**config.mk**
```make
export PLATFORM = sky130hd
export DESIGN_NAME = ysyx_22041071_div
export DESIGN_NICKNAME = d
export VERILOG_FILES = /design/src/rtl/ysyx_22041071_div.sv
export SDC_FILE = /design/constraint.sdc
export NUM_CORES = 1
export LEC_CHECK = 0
export ABC_AREA = 1
export ABC_CLOCK_PERIOD_IN_PS = 4600
export BUFFER_PORTS_ARGS = -buffer_cell sky130_fd_sc_hd__buf_2
export CAP_MARGIN = 20
export CORE_UTILIZATION = 45
export DETAILED_ROUTE_END_ITERATION = 8
export PLACE_DENSITY_LB_ADDON = 0.25
export SYNTH_ARGS = -nofsm -noshare
export SYNTH_HDL_FRONTEND = slang
export SYNTH_SLANG_ARGS = --single-unit
```
**constraint.sdc**
```tcl
create_clock -name clk -period 4.6 [get_ports clk]
set_clock_uncertainty 0.2 [all_clocks]
set_input_delay 0.23 -clock clk [delete_from_list [all_inputs] [get_ports clk]]
set_output_delay 0.23 -clock clk [all_outputs]
set_load 0.01 [all_outputs]
```
**src/rtl/ysyx_22041071_div.sv**
```systemverilog
// Iterative radix-2 restoring divider for RV64M DIV/DIVU/REM/REMU and W forms.
// Quotient and remainder are produced together; W iterations per normal divide,
// divide-by-zero and signed overflow resolve in a single cycle.
//
// state | meaning
// IDLE  | waiting for a request, div_ready high
// CALC  | one restoring iteration per cycle
// DONE  | results valid for one cycle (out_valid unless flushed)
module ysyx_22041071_div (
    input  logic        clk,
    input  logic        rst_n,
    input  logic        flush,
    input  logic        div_valid,
    input  logic        divw,
    input  logic        div_signed,
    input  logic [63:0] dividend,
    input  logic [63:0] divisor,
    output logic        div_ready,
    output logic        out_valid,
    output logic [63:0] quotient,
    output logic [63:0] remainder
);

    typedef enum logic [1:0] {S_IDLE, S_CALC, S_DONE} state_t;

    state_t      state, state_nxt;

    logic [63:0] dvd_r;      // dividend bits shift out of the top, quotient bits shift in below
    logic [63:0] dvs_r;      // divisor magnitude
    logic [63:0] rem_r;      // partial remainder
    logic [5:0]  cnt;
    logic        is_w, is_signed, sign_a, sign_b;

    logic        accept;
    logic [63:0] a_w, b_w, a_abs, b_abs, a_mag, b_mag;
    logic [63:0] min_w, ones_w;
    logic        a_neg, b_neg, div_zero, ovf, special;

    logic [64:0] shifted, diff;
    logic        qbit, last;
    logic [63:0] rem_nxt, dvd_nxt, q_raw, r_raw, q_fix, r_fix;

    function automatic logic [63:0] sext32(input logic [63:0] x);
        return {{32{x[31]}}, x[31:0]};
    endfunction

    assign accept    = (state == S_IDLE) & div_valid & ~flush;
    assign div_ready = (state == S_IDLE);
    assign out_valid = (state == S_DONE) & ~flush;

    // Operand preparation: select width, detect signs, take magnitudes and special cases
    always_comb begin
        a_w     = divw ? {32'b0, dividend[31:0]} : dividend;
        b_w     = divw ? {32'b0, divisor[31:0]}  : divisor;
        min_w   = divw ? 64'h0000_0000_8000_0000 : 64'h8000_0000_0000_0000;
        ones_w  = divw ? 64'h0000_0000_FFFF_FFFF : 64'hFFFF_FFFF_FFFF_FFFF;
        a_neg   = div_signed & (divw ? dividend[31] : dividend[63]);
        b_neg   = div_signed & (divw ? divisor[31]  : divisor[63]);
        a_abs   = a_neg ? (64'd0 - a_w) : a_w;
        b_abs   = b_neg ? (64'd0 - b_w) : b_w;
        a_mag   = divw ? {32'b0, a_abs[31:0]} : a_abs;
        b_mag   = divw ? {32'b0, b_abs[31:0]} : b_abs;
        div_zero = (b_w == 64'd0);
        ovf     = div_signed & (a_w == min_w) & (b_w == ones_w);
        special = div_zero | ovf;
    end

    // One restoring step plus sign fix and width adjustment of the final result
    always_comb begin
        shifted = {rem_r, dvd_r[63]};
        diff    = shifted - {1'b0, dvs_r};
        qbit    = ~diff[64];
        rem_nxt = qbit ? diff[63:0] : shifted[63:0];
        dvd_nxt = {dvd_r[62:0], qbit};
        last    = (cnt == (is_w ? 6'd31 : 6'd63));
        q_raw   = is_w ? {32'b0, dvd_nxt[31:0]} : dvd_nxt;
        r_raw   = rem_nxt;
        q_fix   = (is_signed & (sign_a ^ sign_b)) ? (64'd0 - q_raw) : q_raw;
        r_fix   = (is_signed & sign_a) ? (64'd0 - r_raw) : r_raw;
        if (is_w) begin
            q_fix = sext32(q_fix);
            r_fix = sext32(r_fix);
        end
    end

    // State register
    always_ff @(posedge clk or negedge rst_n) begin
        if (!rst_n) state <= S_IDLE;
        else        state <= state_nxt;
    end

    // Next-state logic; flush returns to IDLE from anywhere
    always_comb begin
        state_nxt = state;
        case (state)
            S_IDLE:  if (accept) state_nxt = special ? S_DONE : S_CALC;
            S_CALC:  if (last) state_nxt = S_DONE;
            S_DONE:  state_nxt = S_IDLE;
            default: state_nxt = S_IDLE;
        endcase
        if (flush) state_nxt = S_IDLE;
    end

    // Datapath: latch operands on accept, iterate in CALC, publish results entering DONE
    always_ff @(posedge clk or negedge rst_n) begin
        if (!rst_n) begin
            dvd_r     <= '0;
            dvs_r     <= '0;
            rem_r     <= '0;
            cnt       <= '0;
            is_w      <= 1'b0;
            is_signed <= 1'b0;
            sign_a    <= 1'b0;
            sign_b    <= 1'b0;
            quotient  <= '0;
            remainder <= '0;
        end else if (accept) begin
            dvd_r     <= divw ? {a_mag[31:0], 32'b0} : a_mag;
            dvs_r     <= b_mag;
            rem_r     <= '0;
            cnt       <= '0;
            is_w      <= divw;
            is_signed <= div_signed;
            sign_a    <= a_neg;
            sign_b    <= b_neg;
            if (div_zero) begin
                quotient  <= divw ? sext32(ones_w) : ones_w;
                remainder <= divw ? sext32(a_w) : a_w;
            end else if (ovf) begin
                quotient  <= divw ? sext32(a_w) : a_w;
                remainder <= '0;
            end
        end else if (state == S_CALC && !flush) begin
            dvd_r <= dvd_nxt;
            rem_r <= rem_nxt;
            cnt   <= cnt + 6'd1;
            if (last) begin
                quotient  <= q_fix;
                remainder <= r_fix;
            end
        end
    end

endmodule

```
Yosys cells after proc, flatten, opt, wreduce, memory -nomap -nowiden:

Index checks and enable logic that the tools add are counted.

* register bits: 332
* bits in latches: 0
* memory bits (writable): 0
* bits in read-only memories: 0
* bits of input ports: 134
* output and inout port bits: 130
* logic and storage cells: 87
* memories: 0

* add/subtract/negate cells: 6
* multiply operators: 0
* div/mod/pow operators: 0
* magnitude comparators: 0
* equal/unequal tests: 8
* shift operators: 0
* mux-type cells: 41
* bitwise logic cells: 13
* reductions and logical operators: 8

Operators with widths (count)
* $mux 64: 31
* $sub 1x64->64 const A: 4
* $eq 64x64->1: 2
* $sub 65x64->65: 1
* $logic_not 64->1: 1
* $mux 6: 3
* $and 1x1->1: 9
* $mux 2: 4
* $add 6x1->6 const B: 1
* $eq 6x6->1: 1
* $pmux 2 s2: 1
* $reduce_bool 2->1: 2
* $ne 3x1->1 const B: 1
* $ne 3x2->1 const B: 1
* $ne 3x3->1 const B: 1
* $reduce_and 3->1: 1
* $eq 2x1->1 const B: 1
* $eq 2x2->1 const B: 1
* $logic_not 2->1: 1
* $mux 1: 2
* $not 1->1: 2
* $reduce_and 2->1: 1
* $logic_and 1x1->1: 1
* $logic_not 1->1: 1
* other kinds (2): 2

Logic depth before layout (Yosys ltp):

* depth after elaboration: 9
* depth in mapped cells: 37

Least setup slack after synthesis:

OpenSTA, ideal clock, no wires.

* path kind: register -> register
* from: register dvd_r[63]
* to: register quotient[44]
* setup time: 0.118 ns
* data arrival time: 4.534 ns
* slack: -0.252 ns
* cell stages (with the launch flop): 35
* buffers on the path: 2
* period minus slack after synthesis: 4.852 ns
* cell sequence: dfrtp_1 > inv_1 > ha_1 > fa_1 > inv_1 > nand3_1 > nand2_1 > nand2_1 > nand2_2 > nand2_1 > nand2_1 > nand2_1 > nand2_2 > nand2_2 > nand2_2 > nand2_4 > nand2_4 > buf_6 > buf_2 > ha_1 > nor3b_1 > inv_1 > nor3_1 > nand2_1 > nor2_1 > nand2_1 > nor4_1 > nand2_1 > nor3_1 > nand2_1 > o21ai_0 > and2_1 > o21ai_0 > o21bai_1 > inv_1

* cells in the longest elaborated chain, start to end: 9

Ends and longest elaborated chain
* start: declaration: RTL line 28 `logic [63:0] dvd_r;`
* start signal: assignment: RTL line 118 `dvd_r <= divw ? {a_mag[31:0], 32'b0} : a_mag;`
* start signal: assignment: RTL line 134 `dvd_r <= dvd_nxt;`
* $sub 65x64->65: RTL line 71 `diff = shifted - {1'b0, dvs_r};`
* $not 1->1: RTL line 72 `qbit = ~diff[64];`
* $mux 64: RTL line 76 `q_raw = is_w ? {32'b0, dvd_nxt[31:0]} : dvd_nxt;`
* $sub 1x64->64: RTL line 78 `q_fix = (is_signed & (sign_a ^ sign_b)) ? (64'd0 - q_raw) : q_raw;`
* $mux 64: RTL line 78
* $mux 64: RTL line 80 `if (is_w) begin`
* $mux 64: RTL line 137 `if (last) begin`
* $mux 64: RTL line 133 `end else if (state == S_CALC && !flush) begin`
* $mux 64: RTL line 117 `end else if (accept) begin`
* end signal: assignment: RTL line 127 `quotient <= divw ? sext32(ones_w) : ones_w;`
* end signal: assignment: RTL line 130 `quotient <= divw ? sext32(a_w) : a_w;`
* end signal: assignment: RTL line 138 `quotient <= q_fix;`
* end: declaration: RTL line 20 `output logic [63:0] quotient,`

Every way passes these cells. The select of a mux whose other input is x is not followed.
A chain may end at the register's enable or synchronous reset.

Worst setup path after layout:

* from: register dvs_r[0]
* to: register quotient[56]

* cells in the longest elaborated chain, start to end: 9

Ends and longest elaborated chain
* start: declaration: RTL line 29 `logic [63:0] dvs_r;`
* start signal: assignment: RTL line 119 `dvs_r <= b_mag;`
* $sub 65x64->65: RTL line 71
* $not 1->1: RTL line 72
* $mux 64: RTL line 76
* $sub 1x64->64: RTL line 78
* $mux 64: RTL line 78
* $mux 64: RTL line 80
* $mux 64: RTL line 137
* $mux 64: RTL line 133
* $mux 64: RTL line 117

Every way passes these cells. The select of a mux whose other input is x is not followed.

==> run_results.csv <==
group,metric,value,unit
finish,stdcell_area,0.0376,mm^2
die,die_h,258,um
synthesis,synth_warnings,0,
worst_setup_path,worstPathRequired,4.88,ns
global_route,track_usage,41.1,%
worst_hold_path,hold_start,"dividend[29]",
synthesis,synth_top_area_share,28.1,%
routing,wirelength,141,mm
worst_setup_path,cp-end-kind,"register",
synthesis,synth_area_leaders,"dfrtp_1 28%, nand2_1 18%, inv_1 9.2%, nor2_1 8.8%, nand3_1 5.3%",
finish,areaGrowthSynthToFinish,27.5,%
synthesis,synth-simple-area-share,37.3,%
clock_tree,cts_made_buffers,43,
synthesis,seq_area_frac_synth,28.1,%
power,powerDensity,770,mW/mm^2
routing,drtIter0Drc,4528,
global_route,antenna_found_initial,8,
die,start_util,45.7,%
synthesis,syn_nets,5109,
synthesis,synth_ff_type,"dfrtp_1",
timing,period_needed,4.60,ns
timing,layout_setup_ws,-0.00400,ns
die,core-area,0.0646,mm^2
global_route,grt_pass1_vias,33801,
power,p_clk_share,12.8,%
timing,rsz0062_at_grt,"true",
die,rows,93,
clock_tree,cts_buffer_depth,3,
synthesis,avgSynthCellArea,6.02,um^2
global_route,grt_max_degree,105,
power,seq_power_share,14.8,%
run_status,violations,"negative setup slack",
clock_tree,cts_tree,"built",
worst_setup_path,slowest_delay,0.41,ns
finish,multiInputGateArea,0.0183,mm^2
worst_hold_path,hold_path_class,"input pin to register",
routing,dr.pass1.iters,6,
power,p_sw_share,52.3,%
worst_setup_path,crit_arrival,4.88,ns
die,ios,264,
synthesis,synth_compound_area_share,16.2,%
run_status,outcome,"complete, but fails checks",
finish,layout.nets,5756,
placement,pre_cts_ws,-0.131,ns
finish,utilization,58.3,%
clock_tree,path_clk_slew,0.07,ns
timing,maxSlewHeadroom,29.7,%
die,die_area,0.0666,mm^2
synthesis,ys_ff_latch,332,
placement,dp_hpwl,110,mm
job,max_cap_viol_count,0,
timing,finalSetupViolations,1,
synthesis,synth_area,0.0295,mm^2
synthesis,synth_edf_count,0,
routing,drt-vias-per-instance,5.68,
routing,postRouteAntennaNets,0,
synthesis,async_reset_ff_share,100,%
placement,placed_area,0.0341,mm^2
timing,tightest_slew,1.05,ns
clock_tree,clk-insertion-delay-late,0.59,ns
worst_setup_path,startpoint_type,"register",
global_route,grt_first_pass_wirelength,206,mm
worst_setup_path,cpMostUsedCell,"nand2_2",
clock_tree,cts_htree_levels,2,
worst_setup_path,setup.worst_path.class,"register to register",
synthesis,synth_fa_ha_area_share,3.03,%
synthesis,synth_top_cell_by_area,"dfrtp_1",
worst_setup_path,cp_max_fo,4,
worst_setup_path,critPathSlowestCell,"dfrtp_1",
global_route,overflow,0,
finish,drive_gt1_share,16.7,%
clock_tree,clockRootBuffer,"clkbuf_16",
placement,gp_congestion,1.07,
die,dieWidth,258,um
synthesis,synth_top_family_by_area,"simple AND/OR/NAND/NOR gates",
routing,drc,0,
timing,clock.fmax,217,MHz
routing,wl_per_cell,21.9,um
timing,slew_viol_final,0,
synthesis,ys_types,61,
power,ir_worst_vdd,564,uV
power,p_comb_share,72.5,%
power,p_int,13.8,mW
worst_setup_path,r2r_start,"dvs_r[0]",
timing,finalCritPeriodShare,100,%
synthesis,synth-xor-area-share,3.32,%
finish,n_fill_cell,6443,
power,switching_power,15.2,mW
clock_tree,cts.sinks,332,
timing,hold_viol,0,
routing,vias,36569,
placement,port_buffers,263,
synthesis,syn_inst,4904,
worst_setup_path,crit_path_start,"dvs_r[0]",
synthesis,synth_mux_area_share,0,%
finish,seqCellArea,0.00831,mm^2
power,power.leakage,19.7,nW
## Yosys cell counts (all sizes together), types with 66 or more instances
cell type  count
nor2         714
dfrtp        332
nand4         68
nor3          74
nand2       1412
xor2          78
inv          731
a21oi        239
clkbuf       109
ha            70
o22ai         72
nand3        314
buf           66
o21ai        337
## worst max-delay path, delay by kind of cell (launching register included)
kind	cells	cell delay, ns
DFF	1	0.41
buffers and inverters	3	0.18
adders and majority gates	3	0.70
AOI/OAI and AO/OA	3	0.44
and+or+nand+nor	22	2.56
## sequential cells by signal (all words and copies together) (netlist names), 2 cells and up
signal	count
cnt	6
remainder	64
quotient	64
rem_r	64
state	2
dvs_r	64
dvd_r	64
## layout make-up
| cell class | instances | share of cell area, % |
|---|---|---|
| timing repair buffer | 777 | 15.2 |
| antenna | 1 | 0.00665 |
| sequential | 332 | 22.1 |
| clock buffer | 57 | 3.16 |
| tap | 855 | 2.84 |
| clock inverter | 18 | 0.811 |
| inverter | 736 | 7.36 |
| multi-input combinational | 3661 | 48.6 |
## kinds of logic after synthesis
logic type      count (synthesis)
flops                         332
xor+xnor                      112
simple gates                 2647
buf+inv                       911
compound gates                831
fa+ha+maj                      71
## routing by layer
metal / global-route usage, % / wire [um] / vias to the layer above
li1: - / - / 17101
met1: 57.8 / 59800 / 17131
met2: 61.0 / 59200 / 2049
met3: 9.76 / 16400 / 272
met4: 14.7 / 5370 / 16
met5: 1.28 / 220 / -
## power by group through the flow
stage          sequential [mW]  combinational [mW]  clock [mW]
2_1_floorplan             4.10                11.5           0
3_3_place_gp              4.26                19.5           0
3_5_place_dp              4.27                19.5           0
4_1_cts                   4.23                19.8        3.72
5_1_grt                   4.33                22.9        3.81
6_report                  4.29                21.0        3.70
## layout by cell type, fill, tap and decap left out, types with 9 or more instances in the layout
master,synthesis,layout
a21oi_1,238,225
a21oi_2,1,12
a31oi_1,44,44
buf_12,0,17
buf_2,15,262
buf_4,10,382
clkbuf_16,0,44
dfrtp_1,332,332
dlygate4sd3_1,0,110
ha_1,70,58
ha_4,0,12
inv_1,724,717
inv_2,7,11
nand2_1,1382,1346
nand2_2,26,57
nand3_1,310,305
nand3b_1,19,19
nand4_1,68,68
nor2_1,691,659
nor2_2,18,39
nor2_4,5,16
nor3_1,73,69
nor4_1,22,21
o211ai_1,20,20
o21ai_0,307,295
o21ai_1,25,32
o21ai_2,5,10
o21bai_1,18,18
o221ai_1,57,57
o22ai_1,72,72
o31ai_1,9,9
xnor2_1,34,34
xor2_1,78,76
## metrics by stage
stage	cells	hold slack, ns	power (mW)	setup TNS [ns]
finish	6437	0.0364	29.0	-0.00400
floorplan	4904	-0.266	15.6	0
global route	6436	0.0543	31.0	-4.30
CTS	6414	0.00292	27.8	0
detailed placement	6209	0.171	23.8	-0.401
global placement	6209	0.158	23.8	-0.00233
## final timing paths
check	depth (start not counted)	slack, ns	end
setup / recovery	31	-0.004	quotient[56]
hold / removal	5	0.04	remainder[29]
hold reg to reg	2	0.28	dvs_r[11]
setup reg to reg	31	-0.004	quotient[56]
min in group asynchronous	2	0.09	quotient[53]
max in group asynchronous	3	3.00	rem_r[34]
## what timing repair did
action / 4_1_cts / 5_1_grt
cloned: 0 / 1
hold buffers: 110 / 0
hold endpoints to repair: 226 / 0
endpoints found under the setup margin: 7 / 78
pin swaps: 10 / 34
buffers inserted: 20 / 21
resized for setup: 14 / 128
Power figures use the tool's default switching activity.
